$ cat src/rtl/alu_pkg.sv
// Shared definitions for the ALU command path: opcodes, sequencer states, data width.
package alu_pkg;

    localparam int DATA_W = 16;

    localparam logic [3:0] OP_A_INC   = 4'h0;
    localparam logic [3:0] OP_A_DEC   = 4'h1;
    localparam logic [3:0] OP_ADD     = 4'h2;
    localparam logic [3:0] OP_SUB     = 4'h3;
    localparam logic [3:0] OP_B_SUB_A = 4'h4;
    localparam logic [3:0] OP_MUL     = 4'h5;
    localparam logic [3:0] OP_DIV     = 4'h6;
    localparam logic [3:0] OP_MOD     = 4'h7;
    localparam logic [3:0] OP_AND     = 4'h8;
    localparam logic [3:0] OP_OR      = 4'h9;
    localparam logic [3:0] OP_NOT_A   = 4'hA;
    localparam logic [3:0] OP_NOT_B   = 4'hB;
    localparam logic [3:0] OP_NAND    = 4'hC;
    localparam logic [3:0] OP_NOR     = 4'hD;
    localparam logic [3:0] OP_XOR     = 4'hE;
    localparam logic [3:0] OP_XNOR    = 4'hF;

    typedef enum logic [1:0] {
        ST_IDLE  = 2'd0,
        ST_DRIVE = 2'd1,
        ST_RESP  = 2'd2
    } seq_state_t;

    function automatic logic is_div_op(input logic [3:0] op);
        return (op == OP_DIV) || (op == OP_MOD);
    endfunction

    // Opcodes 8..F are bitwise; their carry has no meaning.
    function automatic logic is_logic_op(input logic [3:0] op);
        return op[3];
    endfunction

endpackage

$ cat src/rtl/alu_op_sequencer.sv
// Sequences one command at a time into the combinational ALU, holds the inputs for a
// programmable settle time, captures the result and returns it with status flags.
module alu_op_sequencer
    import alu_pkg::*;
#(
    parameter int SETTLE_CYCLES = 1
) (
    input  logic              Clock_In,
    input  logic              Reset_In,
    input  logic              Cmd_Valid_In,
    output logic              Cmd_Ready_Out,
    input  logic [3:0]        Cmd_Op_In,
    input  logic              Cmd_Use_Acc_In,
    input  logic [DATA_W-1:0] Cmd_A_In,
    input  logic [DATA_W-1:0] Cmd_B_In,
    output logic              ALU_Enable_Out,
    output logic [3:0]        ALU_Op_Out,
    output logic [DATA_W-1:0] ALU_A_Out,
    output logic [DATA_W-1:0] ALU_B_Out,
    input  logic [DATA_W-1:0] ALU_Result_In,
    input  logic              ALU_Carry_In,
    output logic              Rsp_Valid_Out,
    input  logic              Rsp_Ready_In,
    output logic [DATA_W-1:0] Rsp_Result_Out,
    output logic              Rsp_Carry_Out,
    output logic              Rsp_Zero_Out,
    output logic              Rsp_Div_Zero_Out
);

    localparam logic [3:0] SETTLE_LOAD = 4'(SETTLE_CYCLES - 1);

    seq_state_t        state;
    logic [3:0]        settle_cnt;
    logic [DATA_W-1:0] acc;
    logic [3:0]        op_q;
    logic [DATA_W-1:0] a_q;
    logic [DATA_W-1:0] b_q;
    logic              enable_q;

    assign Cmd_Ready_Out  = (state == ST_IDLE);
    assign Rsp_Valid_Out  = (state == ST_RESP);
    assign ALU_Enable_Out = enable_q;
    assign ALU_Op_Out     = op_q;
    assign ALU_A_Out      = a_q;
    assign ALU_B_Out      = b_q;

    // The first DRIVE cycle only presents operands (enable still low); a division by
    // zero leaves from there straight to RESP, so the ALU is never enabled for it.
    always_ff @(posedge Clock_In or posedge Reset_In) begin
        if (Reset_In) begin
            state            <= ST_IDLE;
            settle_cnt       <= '0;
            acc              <= '0;
            op_q             <= '0;
            a_q              <= '0;
            b_q              <= '0;
            enable_q         <= 1'b0;
            Rsp_Result_Out   <= '0;
            Rsp_Carry_Out    <= 1'b0;
            Rsp_Zero_Out     <= 1'b1;
            Rsp_Div_Zero_Out <= 1'b0;
        end else begin
            case (state)
                ST_IDLE: begin
                    if (Cmd_Valid_In) begin
                        op_q       <= Cmd_Op_In;
                        a_q        <= Cmd_Use_Acc_In ? acc : Cmd_A_In;
                        b_q        <= Cmd_B_In;
                        settle_cnt <= SETTLE_LOAD;
                        state      <= ST_DRIVE;
                    end
                end
                ST_DRIVE: begin
                    if (!enable_q) begin
                        if (is_div_op(op_q) && (b_q == '0)) begin
                            Rsp_Result_Out   <= '0;
                            Rsp_Carry_Out    <= 1'b0;
                            Rsp_Zero_Out     <= 1'b1;
                            Rsp_Div_Zero_Out <= 1'b1;
                            state            <= ST_RESP;
                        end else begin
                            enable_q <= 1'b1;
                        end
                    end else if (settle_cnt == 4'd0) begin
                        enable_q         <= 1'b0;
                        Rsp_Result_Out   <= ALU_Result_In;
                        Rsp_Carry_Out    <= ALU_Carry_In & ~is_logic_op(op_q);
                        Rsp_Zero_Out     <= (ALU_Result_In == '0);
                        Rsp_Div_Zero_Out <= 1'b0;
                        acc              <= ALU_Result_In;
                        state            <= ST_RESP;
                    end else begin
                        settle_cnt <= settle_cnt - 4'd1;
                    end
                end
                ST_RESP: begin
                    if (Rsp_Ready_In) begin
                        state <= ST_IDLE;
                    end
                end
                default: begin
                    state <= ST_IDLE;
                end
            endcase
        end
    end

endmodule

$ cat config.mk
export PLATFORM = sky130hd
export DESIGN_NAME = alu_op_sequencer
export DESIGN_NICKNAME = d
export VERILOG_FILES = /design/src/rtl/alu_pkg.sv /design/src/rtl/alu_op_sequencer.sv
export SDC_FILE = /design/constraint.sdc
export NUM_CORES = 1
export LEC_CHECK = 0
export ABC_CLOCK_PERIOD_IN_PS = 4100
export BUFFER_PORTS_ARGS = -buffer_cell sky130_fd_sc_hd__clkbuf_2
export CAP_MARGIN = 25
export CORE_ASPECT_RATIO = 1.75
export CORE_UTILIZATION = 53
export DETAILED_ROUTE_END_ITERATION = 10
export PLACE_DENSITY = 0.84
export SLEW_MARGIN = 20
export SYNTH_ARGS = -nofsm -noshare
export SYNTH_HDL_FRONTEND = slang
export SYNTH_SLANG_ARGS = --single-unit
$ cat constraint.sdc
create_clock -name Clock_In -period 4.1 [get_ports Clock_In]
set_clock_uncertainty 0.05 [all_clocks]
set_input_delay 0.82 -clock Clock_In [delete_from_list [all_inputs] [get_ports Clock_In]]
set_output_delay 0.82 -clock Clock_In [all_outputs]
set_load 0.1 [all_outputs]
==> results of run 1 <==
==> layout make-up <==
cell class,count,share of cell area (%)
repair buffers,120,15.4
flip-flops and latches,78,47.4
clock inverters,4,1.70
well taps,78,2.37
clock buffers,12,3.52
multi-input cells,226,29.2
inverters,4,0.395
==> sequential cells by signal (all words and copies together), names as in the netlist <==
register	cells
Rsp_Zero_Out	1
ALU_A_Out	16
Rsp_Carry_Out	1
Rsp_Result_Out	16
Rsp_Div_Zero_Out	1
state	2
ALU_Op_Out	4
ALU_B_Out	16
ALU_Enable_Out	1
acc	16
settle_cnt	4
==> final timing paths <==
kind                                     to  depth (start not counted)
max in group asynchronous      ALU_A_Out[8]                          4
min                                 acc[14]                          2
min reg2reg                          acc[5]                          2
max                           Rsp_Valid_Out                          3
max reg2reg                Rsp_Div_Zero_Out                          5
min in group Clock_In                acc[5]                          2
==> layout by cell type (no fill, tap or decap), types with 2 or more instances in the layout <==
cell	Yosys	final
nor4_1	7	7
nand2_1	128	128
nand4_1	4	4
clkbuf_8	0	10
clkinv_2	0	3
nand3_1	4	4
nor2b_1	2	2
nor3_1	2	2
nor3b_2	2	2
mux2i_1	16	16
bufinv_16	0	2
nand2b_1	2	2
xor2_1	2	2
inv_1	4	3
dfrtp_1	77	77
a22o_1	17	17
buf_4	0	2
clkbuf_2	0	115
nor2_1	6	6
clkbuf_1	8	2
o21ai_0	20	20
==> metrics by stage <==
stage / worst slack [ns] / cell area, µm² / cells
6_report: 1.73 / 4120 / 522
5_1_grt: 1.67 / 4120 / 522
4_1_cts: 1.71 / 4090 / 520
3_5_place_dp: 2.01 / 3880 / 504
3_3_place_gp: 1.75 / 3860 / 503
2_1_floorplan: 1.24 / 3270 / 325
==> logic make-up after synthesis <==
kind of cell / share of synthesized area, %
compound gates: 9.00
buf+inv: 3.33
fa+ha+maj: 0.383
simple gates: 22.0
flops: 59.8
mux: 4.90
xor+xnor: 0.536
==> critical path, cell delays in order, from the launching register on <==
cell      delay, ns
dfrtp_1        0.40
or2b_1         0.25
inv_1          0.06
clkbuf_2       0.44
==> routing by layer <==
metal	wire, µm	up-vias	part of all wire, %
met2	3940	106	52
met5	0	-	0
met3	477	12	6.3
li1	-	1315	-
met1	3010	1285	40
met4	108	0	1.4
==> run metrics, run 1 <==
synthesized instance count=325; routed via count=2718; FF+latch count, synth=78; grt peak-use layer=met2; clock-pin slew on the worst setup and hold paths=0.07 ns; number of I/O port buffers=115; internal reg-to-reg setup slack=2.05 ns; die height=106 µm; Ant. Diodes=0; Synth async-reset ratio=100%; Via density=5.21; PostCTS Resize Cnt=0; nets@finish=498; mean post-synth cell area=10.0 µm²; top post-synthesis cells by count=128 x nand2_1, 77 x dfrtp_1, 20 x o21ai_0, 17 x a22o_1, 16 x mux2i_1; total global-route track usage=25.3%; wire length per cell=14.4 µm; HPWL Detailed=5500 µm; post-layout util=69.6%; worst min path class=input port to asynchronous set/reset pin; post-synth top area share=59.0%; Worst-Margin Slew=0.680 ns; GPL Wtd Cong=0.757; Max Cap Viol=0; top cells by area, synth=dfrtp_1 59%, nand2_1 15%, mux2i_1 4.9%, a22o_1 4.6%, o21ai_0 3.1%; global-route wire length before repair=12000 µm; Setup crit end kind=output pin; TNS Setup=0 ns; H-tree levels=3; Max transition margin=54.6%; Final Hold Vio Count=0; Ys Warns=0; Fillers=522; Chip Width=61.3 µm; GRT overflow=0; synthesized area=3270 µm²; worst hold slack=0.310 ns; Unique masters post-synth=33; register area share after synthesis=59.8%; min Tclk post-route=2.37 ns; clock root buffer=clkbuf_8; clk sinks=78; Die Area=6490 µm²; clk buf depth=2; Total Routed Length=7540 µm; TritonCTS clock tree=done; Post-CTS Setup Inserts=0; share of layout cells above drive strength 1=31.8%; IO Pins=116; synth-to-layout area growth=26.2%; Worst EP required=3.23 ns; status=finished, final reports clean; final period utilization=57.8%; startpoint types=flop; initial antenna violation count=0; core footprint=5930 µm²; CP Data Arrival Time=1.50 ns; antenna-violating nets left=0; 1st-pass router iterations=4; Multi-input gate area=1200 µm²; number of synthesized flops with an enable pin=0; CTS buffer count=9; final setup violation count=0; Critical R2R Launch=settle_cnt[0]; largest net degree at the start of global routing=56; Initial DRC Count=106; worst-path fanout max=4; Worst Setup Path Type=flop to output pin; drc violations=0; Yosys top cell by area=dfrtp_1; met3 usage=7.61%; RSZ-0062 raised after global routing=false; Max Slew Vio Count=0; hold buffers post-CTS=0; met1 usage=30.7%; global routing usage on met2=42.5%; starting density of the core=55.1%; Worst-Skew Late Latency=0.34 ns; CP startpoint=state[1]; vias in the first global route=2623; number of cell rows=37; most common cell in the netlist=nand2_1; FF+latch area=1950 µm²; f_max=422 MHz; Primary FF master, synth=dfrtp_1; Post-Syn Nets=384
Power of run 1 is not shown: default switching activity piles up to over one toggle a cycle in this logic, so the estimate is an artifact.
==> run 2, diff against run 1 <==
- ABC_CLOCK_PERIOD_IN_PS: 4100 -> 2000
- CORE_UTILIZATION: 53 -> 45
- PLACE_DENSITY: 0.84 -> 0.76
- clock period: 4.1 -> 2 ns (I/O delays scaled with it)
==> run metrics, run 2 (same netlist as run 1, synthesis figures left out) <==
delay-heaviest family, CP=buffers and inverters; clk buf depth=2; most frequent cells in the layout=128 x nand2_1, 114 x clkbuf_2, 73 x dfrtp_1, 20 x o21ai_0, 17 x a22o_1; worst r2r dst=state[1]; Total Routed Length=7860 µm; Fillers=571; Max transition margin=60.9%; clock root buffer=clkbuf_16; Final Hold Vio Count=0; Initial DRC Count=206; TNS Setup=0 ns; initial antenna violation count=0; PostCTS Resize Cnt=0; TritonCTS clock tree=done; wire length per cell=14.7 µm; Critical R2R Launch=settle_cnt[0]; starting density of the core=46.9%; final period utilization=92.5%; vias in the first global route=2770; Chip Width=66.4 µm; post-route insts no fill=533; CTS buffer count=9; Ant. Diodes=0; number of cell rows=40; Critical path buffers and inverters=1; number of I/O port buffers=115; antenna-violating nets left=0; H-tree levels=3; nets@finish=503; share of layout cells above drive strength 1=34.1%; routed via count=2752; die height=115 µm; synth-to-layout area growth=31.5%; internal reg-to-reg setup slack=0.17 ns; f_max=540 MHz; crit-path cells=nor2_4 > clkbuf_2; status=finished, final reports clean; hold buffers post-CTS=0; reg2reg path depth=6; Max Slew Vio Count=0; Die Area=7610 µm²; largest net degree at the start of global routing=36; Setup crit end kind=output pin; CP Data Arrival Time=1.40 ns; Post-CTS Setup Inserts=0; slowest CP cell=clkbuf_2; clock-pin slew on the worst setup and hold paths=0.06 ns; 1st-pass router iterations=4; worst-path fanout max=4; IO Pins=116; placed instance count=517; Max Cap Viol=0; final setup violation count=0; Worst-Margin Slew=0.586 ns; global-route wire length before repair=12700 µm; Worst Setup Path Type=flop to output pin; Via density=5.16; worst min path class=input port to asynchronous set/reset pin; GPL Wtd Cong=0.792; min Tclk post-route=1.85 ns; HPWL Detailed=6000 µm; drc violations=0; total global-route track usage=22.4%; clk sinks=78; RSZ-0062 raised after global routing=false; Worst EP required=1.55 ns; core footprint=6960 µm²; GRT overflow=0; startpoint types=flop; crit-path max cell delay=0.47 ns; Worst-Skew Late Latency=0.33 ns; commonest non-fill, non-tap cell in the layout=nand2_1
-- run 2: cell count changes in the layout (fill, tap and decap cells not counted), moves of 2 or more --
cell,change
clkbuf_16,+9
buf_4,+8
clkbuf_8,-8
dfrtp_1,-4
dfrtp_2,+4
clkbuf_1,-2
clkinv_2,-2
clkinvlp_4,+2
-- run 2: layout make-up --
cell class | instances | area (µm²) | share of cell area [%]
clock buffer | 11 | 253 | 5.89
clock inverter | 5 | 81.3 | 1.89
inverter | 4 | 18.8 | 0.437
multi-input combinational | 226 | 1210 | 28.2
sequential | 78 | 1960 | 45.6
tap | 84 | 105 | 2.45
timing repair buffer | 125 | 666 | 15.5
-- run 2: per-stage QoR --
stage / instance area (µm²) / hold WS [ns] / utilization, % / setup WS [ns]
6_report: 4290 / 0.0677 / 61.7 / 0.150
5_1_grt: 4290 / 0.106 / 61.7 / 0.0465
4_1_cts: 4290 / 0.0829 / 61.7 / 0.141
3_5_place_dp: 3960 / 0.413 / 56.9 / 0.160
3_3_place_gp: 3960 / 0.409 / 56.9 / 0.250
2_1_floorplan: 3280 / 0.395 / - / 0.0231
-- run 2: worst max-delay path by stage --
stage | startpoint | end | slack [ns] | cells past startpoint
2_1_floorplan | ALU_B_Out[11] | Rsp_Result_Out[0] | 0.02 | 5
3_3_place_gp | settle_cnt[0] | state[1] | 0.25 | 6
3_5_place_dp | settle_cnt[0] | state[1] | 0.16 | 6
4_1_cts | state[1] | Cmd_Ready_Out | 0.14 | 2
5_1_grt | settle_cnt[0] | state[1] | 0.05 | 6
6_report | state[1] | Cmd_Ready_Out | 0.15 | 2
-- run 2: routing by layer --
layer,track usage [%],wire (µm),up-vias
met1,24.5,3080,1304
met3,5.18,529,10
met5,0,0,-
li1,-,-,1329
met4,10.1,138,0
met2,40.1,4110,109
Power of run 2 is left out for the same reason.
==> run 3, diff against run 2 <==
- ABC_AREA: default -> 1
==> run metrics, run 3 <==
Ant. Diodes=0; final period utilization=90.8%; largest net degree at the start of global routing=58; GRT overflow=0; routed via count=2880; antenna-violating nets left=0; total global-route track usage=22.5%; Synth async-reset ratio=100%; H-tree levels=3; Total Routed Length=7660 µm; wire length per cell=13.1 µm; Worst-Skew Late Latency=0.33 ns; worst min path class=input port to asynchronous set/reset pin; worst r2r dst=acc[5]; core footprint=6910 µm²; TritonCTS clock tree=done; vias in the first global route=2879; Initial DRC Count=126; Primary FF master, synth=dfrtp_1; Final Hold Vio Count=0; Critical R2R Launch=settle_cnt[0]; FF+latch count, synth=78; share of layout cells above drive strength 1=28.6%; post-synth top area share=59.3%; Unique masters post-synth=21; Chip Width=66.3 µm; hold buffers post-CTS=0; clk buf depth=2; CTS buffer count=9; status=finished, final reports clean; Max Slew Vio Count=0; global-route wire length before repair=12800 µm; top post-synthesis cells by count=150 x nand2_1, 77 x dfrtp_1, 50 x o21ai_0, 27 x nor2_1, 23 x inv_1; Max transition margin=63.0%; Die Area=7580 µm²; CP startpoint=state[0]; die height=114 µm; final setup violation count=0; Worst-Margin Slew=0.558 ns; worst-path fanout max=4; number of I/O port buffers=115; startpoint types=flop; clock root buffer=clkbuf_16; reg2reg path depth=8; Worst EP required=1.55 ns; placed instance count=568; RSZ-0062 raised after global routing=false; Final Cell Area=4200 µm²; drc violations=0; clock-pin slew on the worst setup and hold paths=0.06 ns; 1st-pass router iterations=5; Via density=4.93; nets@finish=554; Ys Warns=0; Worst Setup Path Type=flop to output pin; top cells by area, synth=dfrtp_1 59%, nand2_1 17%, o21ai_0 7.7%, nand3_1 3.2%, nor2_1 3.1%; most frequent cells in the layout=149 x nand2_1, 115 x clkbuf_2, 77 x dfrtp_1, 50 x o21ai_0, 25 x nor2_1; initial antenna violation count=0; Max Cap Viol=0; f_max=550 MHz; CP Data Arrival Time=1.37 ns; Yosys top cell by area=dfrtp_1; dpl cell area=3900 µm²; starting density of the core=47.1%; post-route insts no fill=584; synthesized instance count=383; most common cell in the netlist=nand2_1; number of cell rows=40; synth-to-layout area growth=29.3%; IO Pins=116; commonest non-fill, non-tap cell in the layout=nand2_1; post-layout util=60.9%; Post-Syn Nets=442; number of synthesized flops with an enable pin=0; synthesized area=3250 µm²; Setup crit end kind=output pin; HPWL Detailed=5680 µm; internal reg-to-reg setup slack=0.34 ns; register area share after synthesis=60.1%; min Tclk post-route=1.82 ns; GPL Wtd Cong=0.870; clk sinks=78; mean post-synth cell area=8.49 µm²; TNS Setup=0 ns; Post-CTS Setup Inserts=0; PostCTS Resize Cnt=0
==> run 3: cell count changes after synthesis, moves of 16 or more <==
| cell | change |
|---|---|
| a22o_1 | -17 |
| inv_1 | +19 |
| mux2i_1 | -16 |
| nand2_1 | +22 |
| nand3_1 | +17 |
| nor2_1 | +21 |
| o21ai_0 | +30 |
==> run 3: through the flow <==
stage                     worst slack, ns  hold WS, ns
after floorplan                    -0.105        0.436
after global placement              0.434        0.392
after detailed placement            0.358        0.402
after CTS                           0.171       0.0426
after global routing                0.112       0.0747
final                               0.183       0.0357
==> run 3: worst max-delay path, stage by stage, from the launching register on <==
cell and delay, ns:
dfrtp_1 0.43, nor2_2 0.13, clkbuf_2 0.48
==> run 3: per-layer routing <==
metal  part of all wire, %  routed length, µm  track usage (%)
met1                    43               3260             29.0
met2                    49               3770             35.2
met3                   6.5                499             5.78
met5                     0                  0                0
met4                   1.7                129             10.4
==> run 3: kinds of logic after synthesis <==
group	count (synthesis)	share of synthesized area [%]
AO/OA/AOI/OAI	54	8.31
adder cells (fa/ha/maj)	1	0.385
buffers and inverters	43	5.85
flip-flops	78	60.1
AND/OR/NAND/NOR	207	25.4
==> run 3: cell type report <==
| cell class | instances | area, µm² |
|---|---|---|
| clock inverters | 5 | 58.8 |
| fillers | 617 | 2700 |
| clock buffers | 11 | 243 |
| inverters | 25 | 97.6 |
| well taps | 84 | 105 |
| multi-input cells | 262 | 1120 |
| flip-flops and latches | 78 | 1950 |
| repair buffers | 119 | 631 |
==> run 3: worst max path at each step <==
stage | depth (start not counted) | slack [ns] | end
3_3_place_gp | 8 | 0.43 | acc[2]
2_1_floorplan | 6 | -0.11 | ALU_A_Out[6]
3_5_place_dp | 8 | 0.36 | acc[5]
4_1_cts | 2 | 0.17 | Cmd_Ready_Out
6_report | 2 | 0.18 | Cmd_Ready_Out
5_1_grt | 8 | 0.11 | acc[5]
Power of run 3 is left out for the same reason.
